## src/rtl/flash_cmd_sequencer.sv

```systemverilog
// JEDEC word-mode command sequencer for the loader flash bus: one request at a time,
// fixed strobe timing, RY/BY# wait with timeout, one response per request.
module flash_cmd_sequencer #(
    parameter int SETUP_CYC   = 2,
    parameter int WE_CYC      = 3,
    parameter int RD_CYC      = 4,
    parameter int BUSY_DLY    = 4,
    parameter int TIMEOUT_CYC = 2**24
) (
    input  logic        CLK_MCU,
    input  logic        RESET,
    input  logic        REQ_VALID,
    output logic        REQ_READY,
    input  logic [1:0]  REQ_CMD,
    input  logic [17:0] REQ_ADDR,
    input  logic [15:0] REQ_DATA,
    output logic        RSP_VALID,
    output logic [15:0] RSP_DATA,
    output logic        RSP_ERR,
    output logic [17:0] FLASH_ADDR,
    output logic [15:0] FLASH_DOUT,
    output logic        FLASH_DRIVE,
    input  logic [15:0] FLASH_DIN,
    output logic        nFLASH_WE,
    output logic        nFLASH_OE,
    input  logic        nFLASH_BUSY,
    output logic        SEQ_BUSY
);

    localparam int PH_MAX1 = (SETUP_CYC > WE_CYC) ? SETUP_CYC : WE_CYC;
    localparam int PH_MAX2 = (RD_CYC > BUSY_DLY) ? RD_CYC : BUSY_DLY;
    localparam int PH_MAX  = (PH_MAX1 > PH_MAX2) ? PH_MAX1 : PH_MAX2;
    localparam int PH_W    = $clog2(PH_MAX + 1);
    localparam logic [24:0] TO_LAST = 25'(TIMEOUT_CYC - 1);

    localparam logic [1:0] CMD_READ   = 2'd0;
    localparam logic [1:0] CMD_PROG   = 2'd1;
    localparam logic [1:0] CMD_SECTOR = 2'd2;

    typedef enum logic [3:0] {
        S_IDLE, S_W_SETUP, S_W_LOW, S_W_HOLD, S_BUSY_DLY,
        S_BUSY_WAIT, S_R_SETUP, S_R_LOW, S_DONE
    } state_t;

    state_t          r_state;
    state_t          w_state_next;
    logic [1:0]      r_cmd;
    logic [17:0]     r_addr;
    logic [15:0]     r_data;
    logic [2:0]      r_step;
    logic [2:0]      w_step_next;
    logic [PH_W-1:0] r_ph;
    logic [PH_W-1:0] w_ph_next;
    logic [24:0]     r_to_cnt;
    logic            r_busy_meta;
    logic            r_busy_sync;
    logic            r_we_n;
    logic            r_oe_n;
    logic            r_drive;
    logic [17:0]     r_flash_addr;
    logic [15:0]     r_flash_dout;
    logic            r_rsp_valid;
    logic            r_rsp_err;
    logic [15:0]     r_rsp_data;

    logic            w_err_next;
    logic            w_to_hit;
    logic            w_last_step;
    logic [1:0]      w_cmd_eff;
    logic [17:0]     w_addr_eff;
    logic [15:0]     w_data_eff;
    logic [17:0]     w_tbl_addr;
    logic [15:0]     w_tbl_data;

    assign w_to_hit    = (r_to_cnt == TO_LAST);
    assign w_last_step = (r_cmd == CMD_PROG) ? (r_step == 3'd3) : (r_step == 3'd5);

    // In IDLE the table is looked up from the live request so the first step's
    // address/data are on the bus in the very first W_SETUP cycle.
    assign w_cmd_eff  = (r_state == S_IDLE) ? REQ_CMD  : r_cmd;
    assign w_addr_eff = (r_state == S_IDLE) ? REQ_ADDR : r_addr;
    assign w_data_eff = (r_state == S_IDLE) ? REQ_DATA : r_data;

    always_comb begin
        w_tbl_addr = 18'h00555;
        w_tbl_data = 16'h00AA;
        if (w_cmd_eff == CMD_PROG) begin
            case (w_step_next)
                3'd0:    begin w_tbl_addr = 18'h00555; w_tbl_data = 16'h00AA; end
                3'd1:    begin w_tbl_addr = 18'h002AA; w_tbl_data = 16'h0055; end
                3'd2:    begin w_tbl_addr = 18'h00555; w_tbl_data = 16'h00A0; end
                default: begin w_tbl_addr = w_addr_eff; w_tbl_data = w_data_eff; end
            endcase
        end else begin
            case (w_step_next)
                3'd0:    begin w_tbl_addr = 18'h00555; w_tbl_data = 16'h00AA; end
                3'd1:    begin w_tbl_addr = 18'h002AA; w_tbl_data = 16'h0055; end
                3'd2:    begin w_tbl_addr = 18'h00555; w_tbl_data = 16'h0080; end
                3'd3:    begin w_tbl_addr = 18'h00555; w_tbl_data = 16'h00AA; end
                3'd4:    begin w_tbl_addr = 18'h002AA; w_tbl_data = 16'h0055; end
                default: begin
                    if (w_cmd_eff == CMD_SECTOR) begin
                        w_tbl_addr = w_addr_eff;
                        w_tbl_data = 16'h0030;
                    end else begin
                        w_tbl_addr = 18'h00555;
                        w_tbl_data = 16'h0010;
                    end
                end
            endcase
        end
    end

    always_comb begin
        w_state_next = r_state;
        w_step_next  = r_step;
        w_err_next   = 1'b0;
        case (r_state)
            S_IDLE: begin
                if (REQ_VALID) begin
                    w_step_next  = 3'd0;
                    w_state_next = (REQ_CMD == CMD_READ) ? S_R_SETUP : S_W_SETUP;
                end
            end
            S_W_SETUP: if (r_ph == PH_W'(SETUP_CYC - 1)) w_state_next = S_W_LOW;
            S_W_LOW:   if (r_ph == PH_W'(WE_CYC - 1))    w_state_next = S_W_HOLD;
            S_W_HOLD: begin
                if (w_last_step) begin
                    w_state_next = S_BUSY_DLY;
                end else begin
                    w_step_next  = r_step + 3'd1;
                    w_state_next = S_W_SETUP;
                end
            end
            S_BUSY_DLY: begin
                if (w_to_hit) begin
                    w_state_next = S_DONE;
                    w_err_next   = 1'b1;
                end else if (r_ph == PH_W'(BUSY_DLY - 1)) begin
                    w_state_next = S_BUSY_WAIT;
                end
            end
            S_BUSY_WAIT: begin
                // A ready flash takes priority over a timeout in the same cycle.
                if (r_busy_sync) begin
                    w_state_next = S_DONE;
                end else if (w_to_hit) begin
                    w_state_next = S_DONE;
                    w_err_next   = 1'b1;
                end
            end
            S_R_SETUP: if (r_ph == PH_W'(SETUP_CYC - 1)) w_state_next = S_R_LOW;
            S_R_LOW:   if (r_ph == PH_W'(RD_CYC - 1))    w_state_next = S_DONE;
            S_DONE:    w_state_next = S_IDLE;
            default:   w_state_next = S_IDLE;
        endcase
    end

    assign w_ph_next = (w_state_next != r_state) ? '0 : r_ph + PH_W'(1);

    always_ff @(posedge CLK_MCU) begin
        if (RESET) begin
            r_state      <= S_IDLE;
            r_cmd        <= 2'd0;
            r_addr       <= 18'd0;
            r_data       <= 16'd0;
            r_step       <= 3'd0;
            r_ph         <= '0;
            r_to_cnt     <= 25'd0;
            r_busy_meta  <= 1'b0;
            r_busy_sync  <= 1'b0;
            r_we_n       <= 1'b1;
            r_oe_n       <= 1'b1;
            r_drive      <= 1'b0;
            r_flash_addr <= 18'd0;
            r_flash_dout <= 16'd0;
            r_rsp_valid  <= 1'b0;
            r_rsp_err    <= 1'b0;
            r_rsp_data   <= 16'd0;
        end else begin
            r_state     <= w_state_next;
            r_step      <= w_step_next;
            r_ph        <= w_ph_next;
            r_busy_meta <= nFLASH_BUSY;
            r_busy_sync <= r_busy_meta;

            if (r_state == S_IDLE && REQ_VALID) begin
                r_cmd  <= REQ_CMD;
                r_addr <= REQ_ADDR;
                r_data <= REQ_DATA;
            end

            if (w_state_next == S_BUSY_DLY && r_state != S_BUSY_DLY) begin
                r_to_cnt <= 25'd0;
            end else if (r_state == S_BUSY_DLY || r_state == S_BUSY_WAIT) begin
                r_to_cnt <= r_to_cnt + 25'd1;
            end

            // Strobes and bus outputs follow the next state so they are registered.
            r_we_n  <= (w_state_next != S_W_LOW);
            r_oe_n  <= (w_state_next != S_R_LOW);
            r_drive <= (w_state_next == S_W_SETUP) || (w_state_next == S_W_LOW) ||
                       (w_state_next == S_W_HOLD);

            if (w_state_next == S_W_SETUP && r_state != S_W_SETUP) begin
                r_flash_addr <= w_tbl_addr;
                r_flash_dout <= w_tbl_data;
            end else if (w_state_next == S_R_SETUP && r_state == S_IDLE) begin
                r_flash_addr <= REQ_ADDR;
            end

            if (r_state == S_R_LOW && w_state_next == S_DONE) begin
                r_rsp_data <= FLASH_DIN;
            end

            r_rsp_valid <= (w_state_next == S_DONE);
            r_rsp_err   <= (w_state_next == S_DONE) && w_err_next;
        end
    end

    assign REQ_READY   = (r_state == S_IDLE);
    assign SEQ_BUSY    = ~REQ_READY;
    assign RSP_VALID   = r_rsp_valid;
    assign RSP_ERR     = r_rsp_err;
    assign RSP_DATA    = r_rsp_data;
    assign FLASH_ADDR  = r_flash_addr;
    assign FLASH_DOUT  = r_flash_dout;
    assign FLASH_DRIVE = r_drive;
    assign nFLASH_WE   = r_we_n;
    assign nFLASH_OE   = r_oe_n;

endmodule

```

## config.mk

```make
export PLATFORM = sky130hd
export DESIGN_NAME = flash_cmd_sequencer
export DESIGN_NICKNAME = d
export VERILOG_FILES = /design/src/rtl/flash_cmd_sequencer.sv
export SDC_FILE = /design/constraint.sdc
export NUM_CORES = 1
export LEC_CHECK = 0
export CAP_MARGIN = 40
export CORE_MARGIN = 3
export CORE_UTILIZATION = 40
export DETAILED_ROUTE_END_ITERATION = 16
export PLACE_DENSITY = 0.62
export SLEW_MARGIN = 25
export SYNTH_ARGS = -nofsm -noshare
export SYNTH_HDL_FRONTEND = slang
export SYNTH_SLANG_ARGS = --single-unit
export TNS_END_PERCENT = 50
```

## constraint.sdc

```tcl
create_clock -name CLK_MCU -period 3.1 [get_ports CLK_MCU]
set_input_delay 0.62 -clock CLK_MCU [delete_from_list [all_inputs] [get_ports CLK_MCU]]
set_output_delay 0.62 -clock CLK_MCU [all_outputs]
set_load 0.01 [all_outputs]
```

==> results.yml <==
synthesis:
  ys_types: 71
  ys.flop_type: "dfxtp_1"
  yosys_warnings: 0
  syn_avg_cell_area_um2: 8.12
  synth_area_leaders: "dfxtp_1 (43%), nand2_1 (9.8%), a21oi_1 (6.8%)"
  seq_area_frac_synth_pct: 42.7
  synth_commonest_cells: "nand2_1 (156), dfxtp_1 (128), nor2_1 (91), a21oi_1 (82), clkbuf_1 (27)"
  postSynthCellCount: 739
  synth_top_area_share_pct: 42.7
  synth_edf_count: 0
  synth_top_cell_by_area: "dfxtp_1"
  synthesis.nets: 801
  yosysMostFrequentCell: "nand2_1"
  syn-cell-area_um2: 6000
  ys_ff_latch: 128
  async_flop_share_pct: 0
clock_tree:
  clock-sinks: 128
  clk_pin_slew_ns: 0.05
  ctsLongestPathBuffers: 2
  post_cts_buffers: 0
  cts_buffers: 17
  cts_hold_buffers: 0
  cts_resized: 1
  cts_root_buffer: "clkbuf_16"
  clock_latency_ns: 0.42
  htree_num_levels: 4
  cts_tree: "yes"
worst_hold_path:
  hold_path_class: "register to register"
cells_and_area:
  n_fill_cell: 1349
  diodes: 0
  stdcell_area_um2: 7890
  drive_gt1_share_pct: 9.67
  areaGrowthSynthToFinish_pct: 31.5
  final_net_count: 907
critical_path:
  crit_type: "register to primary output"
  cp-start-kind: "register"
  worst-path-buf-inv: 3
  critical_path_required_ns: 2.48
  cp-end-kind: "primary output"
  cp_max_fo: 16
  critical_path.max_stage_delay_ns: 0.62
  crit_family: "buffers and inverters"
  slowest_stage: "or4_1"
  arrival_ns: 2.40
  worstPathCellList: "or4_1 > clkinv_2 > buf_6 > clkdlybuf4s50_1"
global_routing:
  grt-ovfl-total: 0
  grt_pass1_wl_um: 26200
  grt_pass1_vias: 5508
  grt_max_degree: 55
  grtUsageTotal_pct: 19.7
  grt_antenna_before_repair: 0
sta:
  max_slew_margin_pct: 58.2
  finalCritPeriodShare_pct: 97.4
  hold_violations: 0
  max_slew.worst_pin.slew_ns: 0.625
  rsz0062_at_grt: "no"
  finalSetupTns_ns: 0
  fin_skew_ns: 0.00683
  max_freq_mhz: 331
  drv_slew: 0
  period_minus_slack_ns: 3.02
  setup_viol: 0
floorplanning:
  ios: 113
  die_area_um2: 16500
  rows: 44
  start_util_pct: 41.1
  die_y_um: 128
  die_x_um: 128
  core_area_um2: 14600
detailed_routing:
  via_count: 5557
  drtPass1Iterations: 4
  detail-route-antenna-nets: 0
  vias_per_cell: 5.33
  drcViolationCount: 0
  route.detailed.wl_per_inst_um: 15.5
  drt-total-wl_um: 16200
  drt_iter0_drc: 357
pwr:
  total_power_mw: 4.84
  leakage_nw: 2.96
  ir_worst_vdd_v: 0.000391
  cellPowerDensity_nw_per_um2: 614
flow_run:
  maxCapViolCount: 0
outcome:
  status: "finished clean"
placed_design:
  gp_congestion: 0.923
  port_buffers: 112
  dp_hpwl_um: 11300
  post_dp_cell_area_um2: 7290
==> cells in the final DEF, fill, tap and decap left out, types with 5 or more instances in the layout <==
master	count
o21ai_1	6
ha_1	6
mux2i_1	23
clkdlybuf4s50_1	111
xor2_1	15
or3_1	12
inv_1	5
nor2_1	91
a2bb2oi_1	8
a211oi_1	5
clkbuf_16	17
o21ai_0	11
nand2b_1	5
nand4_1	7
xnor2_1	6
dfxtp_1	128
a21oi_1	82
nand3_1	11
o221ai_1	6
nand3b_1	5
a221oi_1	5
buf_4	19
nor2b_1	10
a311oi_1	8
clkbuf_8	5
nor3_1	18
nand2_1	156
and3_1	7
==> layer usage <==
metal  track usage [%]  share of wire, %  vias up
li1                  -                 -     2764
met1              23.0                42     2604
met2              34.1                50      156
met3              4.28               5.9       33
met4              9.61               2.5        0
met5                 0                 0        -
==> registers in the layout (all words and copies together), names as in the netlist, 3 cells and up <==
signal,count
RSP_DATA,16
r_step,3
r_to_cnt,25
FLASH_DOUT,16
r_ph,3
r_data,16
r_state,4
r_addr,18
FLASH_ADDR,18
==> per-stage QoR <==
stage	hold WS (ns)	std cells	worst slack (ns)	util, %
6_report	0.451	1042	0.0819	54.1
5_1_grt	0.469	1042	0.00177	54.1
4_1_cts	0.453	1041	0.0728	54.0
3_5_place_dp	0.441	1009	0.288	50.0
3_3_place_gp	0.429	1009	0.351	50.0
2_1_floorplan	0.414	739	0.840	-
==> report_power, final <==
part	switching [mW]	internal (mW)
combinational	0.602	0.476
clock	0.715	1.21
sequential	0.0722	1.77
total	1.39	3.45
==> area by class of cell <==
class	instances	area, um2	share of cell area [%]
clock inverter	8	78.8	0.999
multi-input combinational	559	3210	40.7
inverter	7	27.5	0.349
sequential	128	2560	32.5
timing repair buffer	132	1280	16.2
clock buffer	24	502	6.36
tap	184	230	2.92
==> kinds of logic (layout without fill, tap and decap cells) <==
family / count (synthesis) / in the layout / share of synthesized area [%]
AO/OA/AOI/OAI: 167 / 167 / 19.5
XOR/XNOR: 21 / 21 / 3.07
adder cells (fa/ha/maj): 6 / 6 / 1.25
buffers and inverters: 52 / 171 / 3.88
flip-flops: 128 / 128 / 42.7
multiplexers: 26 / 26 / 4.65
AND/OR/NAND/NOR: 339 / 339 / 25.0
==> path summary, 6_finish.rpt <==
path	from	cells after the start	end	slack [ns]
worst max-delay path	r_state[3]$_SDFF_PP0_	4	REQ_READY	0.08
worst min-delay path	r_busy_meta$_SDFF_PP0_	1	r_busy_sync$_SDFF_PP0_	0.45
worst max register to register	r_state[3]$_SDFF_PP0_	10	FLASH_DOUT[5]$_SDFFE_PP0P_	0.31
worst min register to register	r_busy_meta$_SDFF_PP0_	1	r_busy_sync$_SDFF_PP0_	0.45
(Power assumes the default switching activity.)
==> edit 1, RTL diff (same flow settings) <==
The output `RSP_ERR` loses its register stage (`r_rsp_err` becomes a continuous assignment).
--- a/src/rtl/flash_cmd_sequencer.sv
+++ b/src/rtl/flash_cmd_sequencer.sv
@@ -175,7 +175,6 @@
             r_flash_addr <= 18'd0;
             r_flash_dout <= 16'd0;
             r_rsp_valid  <= 1'b0;
-            r_rsp_err    <= 1'b0;
             r_rsp_data   <= 16'd0;
         end else begin
             r_state     <= w_state_next;
@@ -214,9 +213,10 @@
             end
 
             r_rsp_valid <= (w_state_next == S_DONE);
-            r_rsp_err   <= (w_state_next == S_DONE) && w_err_next;
         end
     end
+
+    assign r_rsp_err = (w_state_next == S_DONE) && w_err_next;
 
     assign REQ_READY   = (r_state == S_IDLE);
     assign SEQ_BUSY    = ~REQ_READY;
Behaviour: no difference found for any inputs over 10 cycles, from zero or initial values and one cycle with RESET high; that may be too few to reach the edited logic, so the function may still have changed.
==> edit 1 against the original RTL <==
Cell area fell by 0.51%. Largest cell class unchanged. Non-clock buffer count rose by 1. Hold slack barely moved. Worst setup slack improved by 0.042 ns. Synthesized cell count fell by 5.0%. Sequential share of layout area fell by 0.089 points. Wire length fell by 1.9%. Maximum frequency rose by 1.4%. Synthesized area fell by 2.1%. Power rose by 5.5%. Count of clock-buffer cells in the layout fell by 3. Sequential cell count fell by 1.
==> edit 1: results (changes against the original RTL) <==
Reg2reg end - FLASH_ADDR[7]
Tot GR Track Use - 20.0% (+0.32 points)
DP HPWL - 11,300 microns (+0.40%)
Count of non-CTS buffers in the layout - 133 (+0.76%)
WL final - 15,900 microns (-1.9%)
Layout non-clock buf frac - 16.4% (+0.21 points)
LEAKAGE - 2.90 nW (-1.8%)
Layout cells sized above 1 - 11.6% (+1.9 points)
Layout clock area frac - 7.75% (+0.39 points)
Initial drt markers - 392 (+9.8%)
CP peak stage delay - 0.57 ns (-0.05 ns)
Max IR drop VDD - 400 uV (+2.2%)
Hold Path Sink - RSP_DATA[13]
Largest net degree at the start of global routing - 63 (+15%)
Hold_ws - 0.451 ns (+0.000157 ns)
FF-to-FF setup slack - 0.35 ns (+0.04 ns)
Vias post-DR - 5,435 (-2.2%)
GP Congestion - 0.868 (-6.0%)
Inverters, non-clock - 5 (-2)
Crit path max fanout - 5 (-11)
Vias in the first global route - 5,256 (-4.6%)
Seq pwr share - 37.0% (-1.0 points)
Post-synth top cells - 169 x nand2_1, 127 x dfxtp_1, 70 x a21oi_1, 68 x nor2_1, 24 x clkbuf_1
Yosys cell types - 73 (+2.8%)
Mux contribution to synthesized area - 3.41% (-1.2 points)
Reg-to-reg critical path startpoint - r_state[1]
CTS sink count - 127 (-0.78%)
Post-Synth XOR/XNOR Area - 3.43% (+0.36 points)
Critical Path AT - 2.36 ns (-0.04 ns)
Area share of fa/ha/maj cells after synthesis - 1.28% (+0.026 points)
Detail-routed via count per cell - 5.38 (+0.90%)
Sequential element share of the synthesized area - 43.3% (+0.56 points)
Family with the most delay on the worst path - simple AND/OR/NAND/NOR gates
Global-route wire length before repair - 25,900 microns (-1.1%)
Hold path depth - 2 (+1)
#MultiIn Comb - 533 (-4.7%)
Multi-input gate share of total cell area - 40.3% (-0.41 points)
Status - finished clean
Final net count - 879 (-3.1%)
Crit-path slowest cell - clkdlybuf4s50_1
Clock buf count - 21 (-13%)
Largest cells by area after synthesis - dfxtp_1 43%, nand2_1 11%, a21oi_1 6.0%
Dpl cells - 978 (-3.1%)
Synth Area in Compound Gates - 20.9% (+1.5 points)
edit 1: changes by cell type after synthesis, moves of 8 or more:
cell / delta
nor2_1: -23
a2bb2oi_1: -8
nand2_1: +13
or3_1: -10
o22ai_1: +9
nand3_1: +8
a21oi_1: -12
o2bb2ai_2: +8
a31o_2: +8
nor3_1: -12
edit 1: worst min-delay path: stages (launching register included):
cell and delay [ns]:
dfxtp_1 0.30, nand2_1 0.05, a21oi_1 0.05
edit 1: how the worst max path moves through the flow:
stage / cells after the start / slack, ns / to
finish: 5 / 0.12 / RSP_ERR
global route: 5 / -0.02 / RSP_ERR
CTS: 5 / 0.02 / RSP_ERR
detailed placement: 7 / 0.11 / FLASH_DOUT[13]
global placement: 7 / 0.22 / FLASH_DOUT[12]
floorplan: 6 / 0.69 / REQ_READY
edit 1: layer usage:
layer,vias up,wire (microns),track usage (%)
li1,2689,-,-
met1,2561,7260,25.9
met2,167,7550,32.4
met3,18,850,4.72
met4,0,232,7.82
met5,-,0,0
==> edit 2, RTL diff (same settings) <==
Made on the original files. Set the parameter `WE_CYC` to 6 (it was 3).
--- a/src/rtl/flash_cmd_sequencer.sv
+++ b/src/rtl/flash_cmd_sequencer.sv
@@ -2,7 +2,7 @@
 // fixed strobe timing, RY/BY# wait with timeout, one response per request.
 module flash_cmd_sequencer #(
     parameter int SETUP_CYC   = 2,
-    parameter int WE_CYC      = 3,
+    parameter int WE_CYC      = 6,
     parameter int RD_CYC      = 4,
     parameter int BUSY_DLY    = 4,
     parameter int TIMEOUT_CYC = 2**24
Function: changed (Yosys sat finds a counterexample within 10 cycles, from zero or initial values and one cycle with RESET high).
==> edit 2 against the original RTL <==
Wire length up 3.4%. Sequential cell count unchanged. Power down 0.37%. Register-to-register slack better by 0.07 ns. Clock skew about the same. Die area down 0.58%. Maximum frequency up 4.9%. First-iteration DRC count up 18%. Synthesized area down 0.60%. Core utilization up 2.2 points. Worst setup slack better by 0.14 ns. Cell area up 1.3%. Non-clock buffer count up 20. Synthesized cell count up 3.1%. Critical path type unchanged. Largest cell class unchanged.
==> edit 2: results (changes against the original RTL) <==
Worst min path class - reg -> reg
Reg-to-reg critical path startpoint - r_state[0]
Post-route setup slack - 0.222 ns (+0.140 ns)
Worst-path clk slew - 0.06 ns
Critical Path AT - 2.26 ns (-0.14 ns)
Global-route wire length before repair - 27,500 microns (+5.1%)
Largest net degree at the start of global routing - 65 (+18%)
Final Skew - 0.00720 ns (+0.000371 ns)
Slew headroom - 54.0% (-4.2 points)
Detailed Routing Iterations Pass 1 - 5 (+1)
Tot GR Track Use - 20.7% (+1.0 points)
Placement Cell Area - 7390 sq um (+1.4%)
Hold path depth - 1 (unchanged)
Yosys cell types - 64 (-9.9%)
GRT met3 Usage - 5.46% (+1.2 points)
Hold_ws - 0.446 ns (-0.00466 ns)
Vias post-DR - 5,854 (+5.3%)
WL final - 16,800 microns (+3.4%)
Reg2reg end - FLASH_ADDR[13]
Initial drt markers - 421 (+18%)
Syn Nets - 823 (+2.7%)
Register-to-Register Path Depth - 9 (-1)
Setup WS pre-CTS - -0.0172 ns (-0.305 ns)
Post-CTS Resized - 0 (-1)
GP Congestion - 0.885 (-4.1%)
Non-filler cells, final - 1,077 (+3.4%)
Dpl cells - 1,045 (+3.6%)
Final net count - 946 (+4.3%)
Crit path max fanout - 9 (-7)
LEAKAGE - 2.87 nW (-3.0%)
Max IR drop VDD - 395 uV (+0.94%)
Met1 Track Usage GR - 26.7% (+3.7 points)
Sequential element share of the synthesized area - 43.0% (+0.26 points)
Post-synth top cells - 199 x nand2_1, 128 x dfxtp_1, 76 x a21oi_1, 76 x nor2_1, 30 x clkbuf_1
Vias in the first global route - 5,648 (+2.5%)
DP HPWL - 11,400 microns (+1.4%)
FF-to-FF setup slack - 0.38 ns (+0.07 ns)
# fillers - 1,327 (-1.6%)
Layout cells sized above 1 - 10.5% (+0.81 points)
Status - finished clean
Largest cells by area after synthesis - dfxtp_1 43%, nand2_1 13%, a21oi_1 6.4%
Cells after synthesis - 762 (+3.1%)
GRT met2 Usage - 33.8% (-0.28 points)
## edit 2: changes by cell type after synthesis, sizes merged, moves of 6 or more
cell	delta
o21ai	-6
nor2	-16
a21oi	-7
a41oi	+7
a2bb2oi	-8
nor4	+7
nand2	+42
nand3	+9
mux2i	-22
a211o	+10
a2111oi	+7
or3	-9
## edit 2: per-stage QoR
stage | setup TNS [ns] | util (%)
CTS | 0 | 56.2
floorplan | 0 | -
finish | 0 | 56.3
global placement | 0 | 52.1
detailed placement | -0.0199 | 52.1
global route | 0 | 56.3
## edit 2: worst max-delay path, cell delays in order (launching register included)
cell	delay, ns
dfxtp_1	0.40
or4_4	0.52
inv_2	0.17
buf_4	0.21
clkdlybuf4s50_1	0.55
## edit 2: layout make-up
cell class | instances | share of cell area [%]
well taps | 180 | 2.82
multi-input cells | 576 | 39.5
repair buffers | 152 | 17.8
flip-flops and latches | 128 | 32.1
clock buffers | 21 | 5.89
clock inverters | 10 | 1.39
inverters | 10 | 0.470
## edit 2: how the worst max path moves through the flow
stage	from	to	cells past startpoint
2_1_floorplan	REQ_VALID	FLASH_ADDR[0]	7
3_3_place_gp	REQ_VALID	FLASH_ADDR[6]	8
3_5_place_dp	REQ_VALID	FLASH_ADDR[2]	8
4_1_cts	r_state[3]	REQ_READY	4
5_1_grt	r_state[0]	FLASH_ADDR[7]	11
6_report	r_state[3]	REQ_READY	4
## edit 2: per-layer routing
| layer | wire, microns | up-vias |
|---|---|---|
| met4 | 298 | 0 |
| met1 | 7540 | 2750 |
| met2 | 7860 | 180 |
| li1 | - | 2901 |
| met3 | 1050 | 23 |
| met5 | 0 | - |
## edit 2: report_power, final
part           switching (W)  total (W)  internal (W)
clock               0.000716    0.00195       0.00124
combinational       0.000589    0.00102      0.000433
sequential         0.0000790    0.00185       0.00177
## edit 2: cells by family (layout without fill, tap and decap cells)
family | after synthesis | count (layout) | share of synthesized area [%]
AOI/OAI and AO/OA | 174 | 174 | 20.4
xor gates and xnor gates | 24 | 24 | 3.53
adders and majority gates | 5 | 5 | 1.05
buffers and inverters | 58 | 193 | 4.09
DFF | 128 | 128 | 43.0
muxes | 3 | 3 | 0.525
and+or+nand+nor | 370 | 370 | 27.4
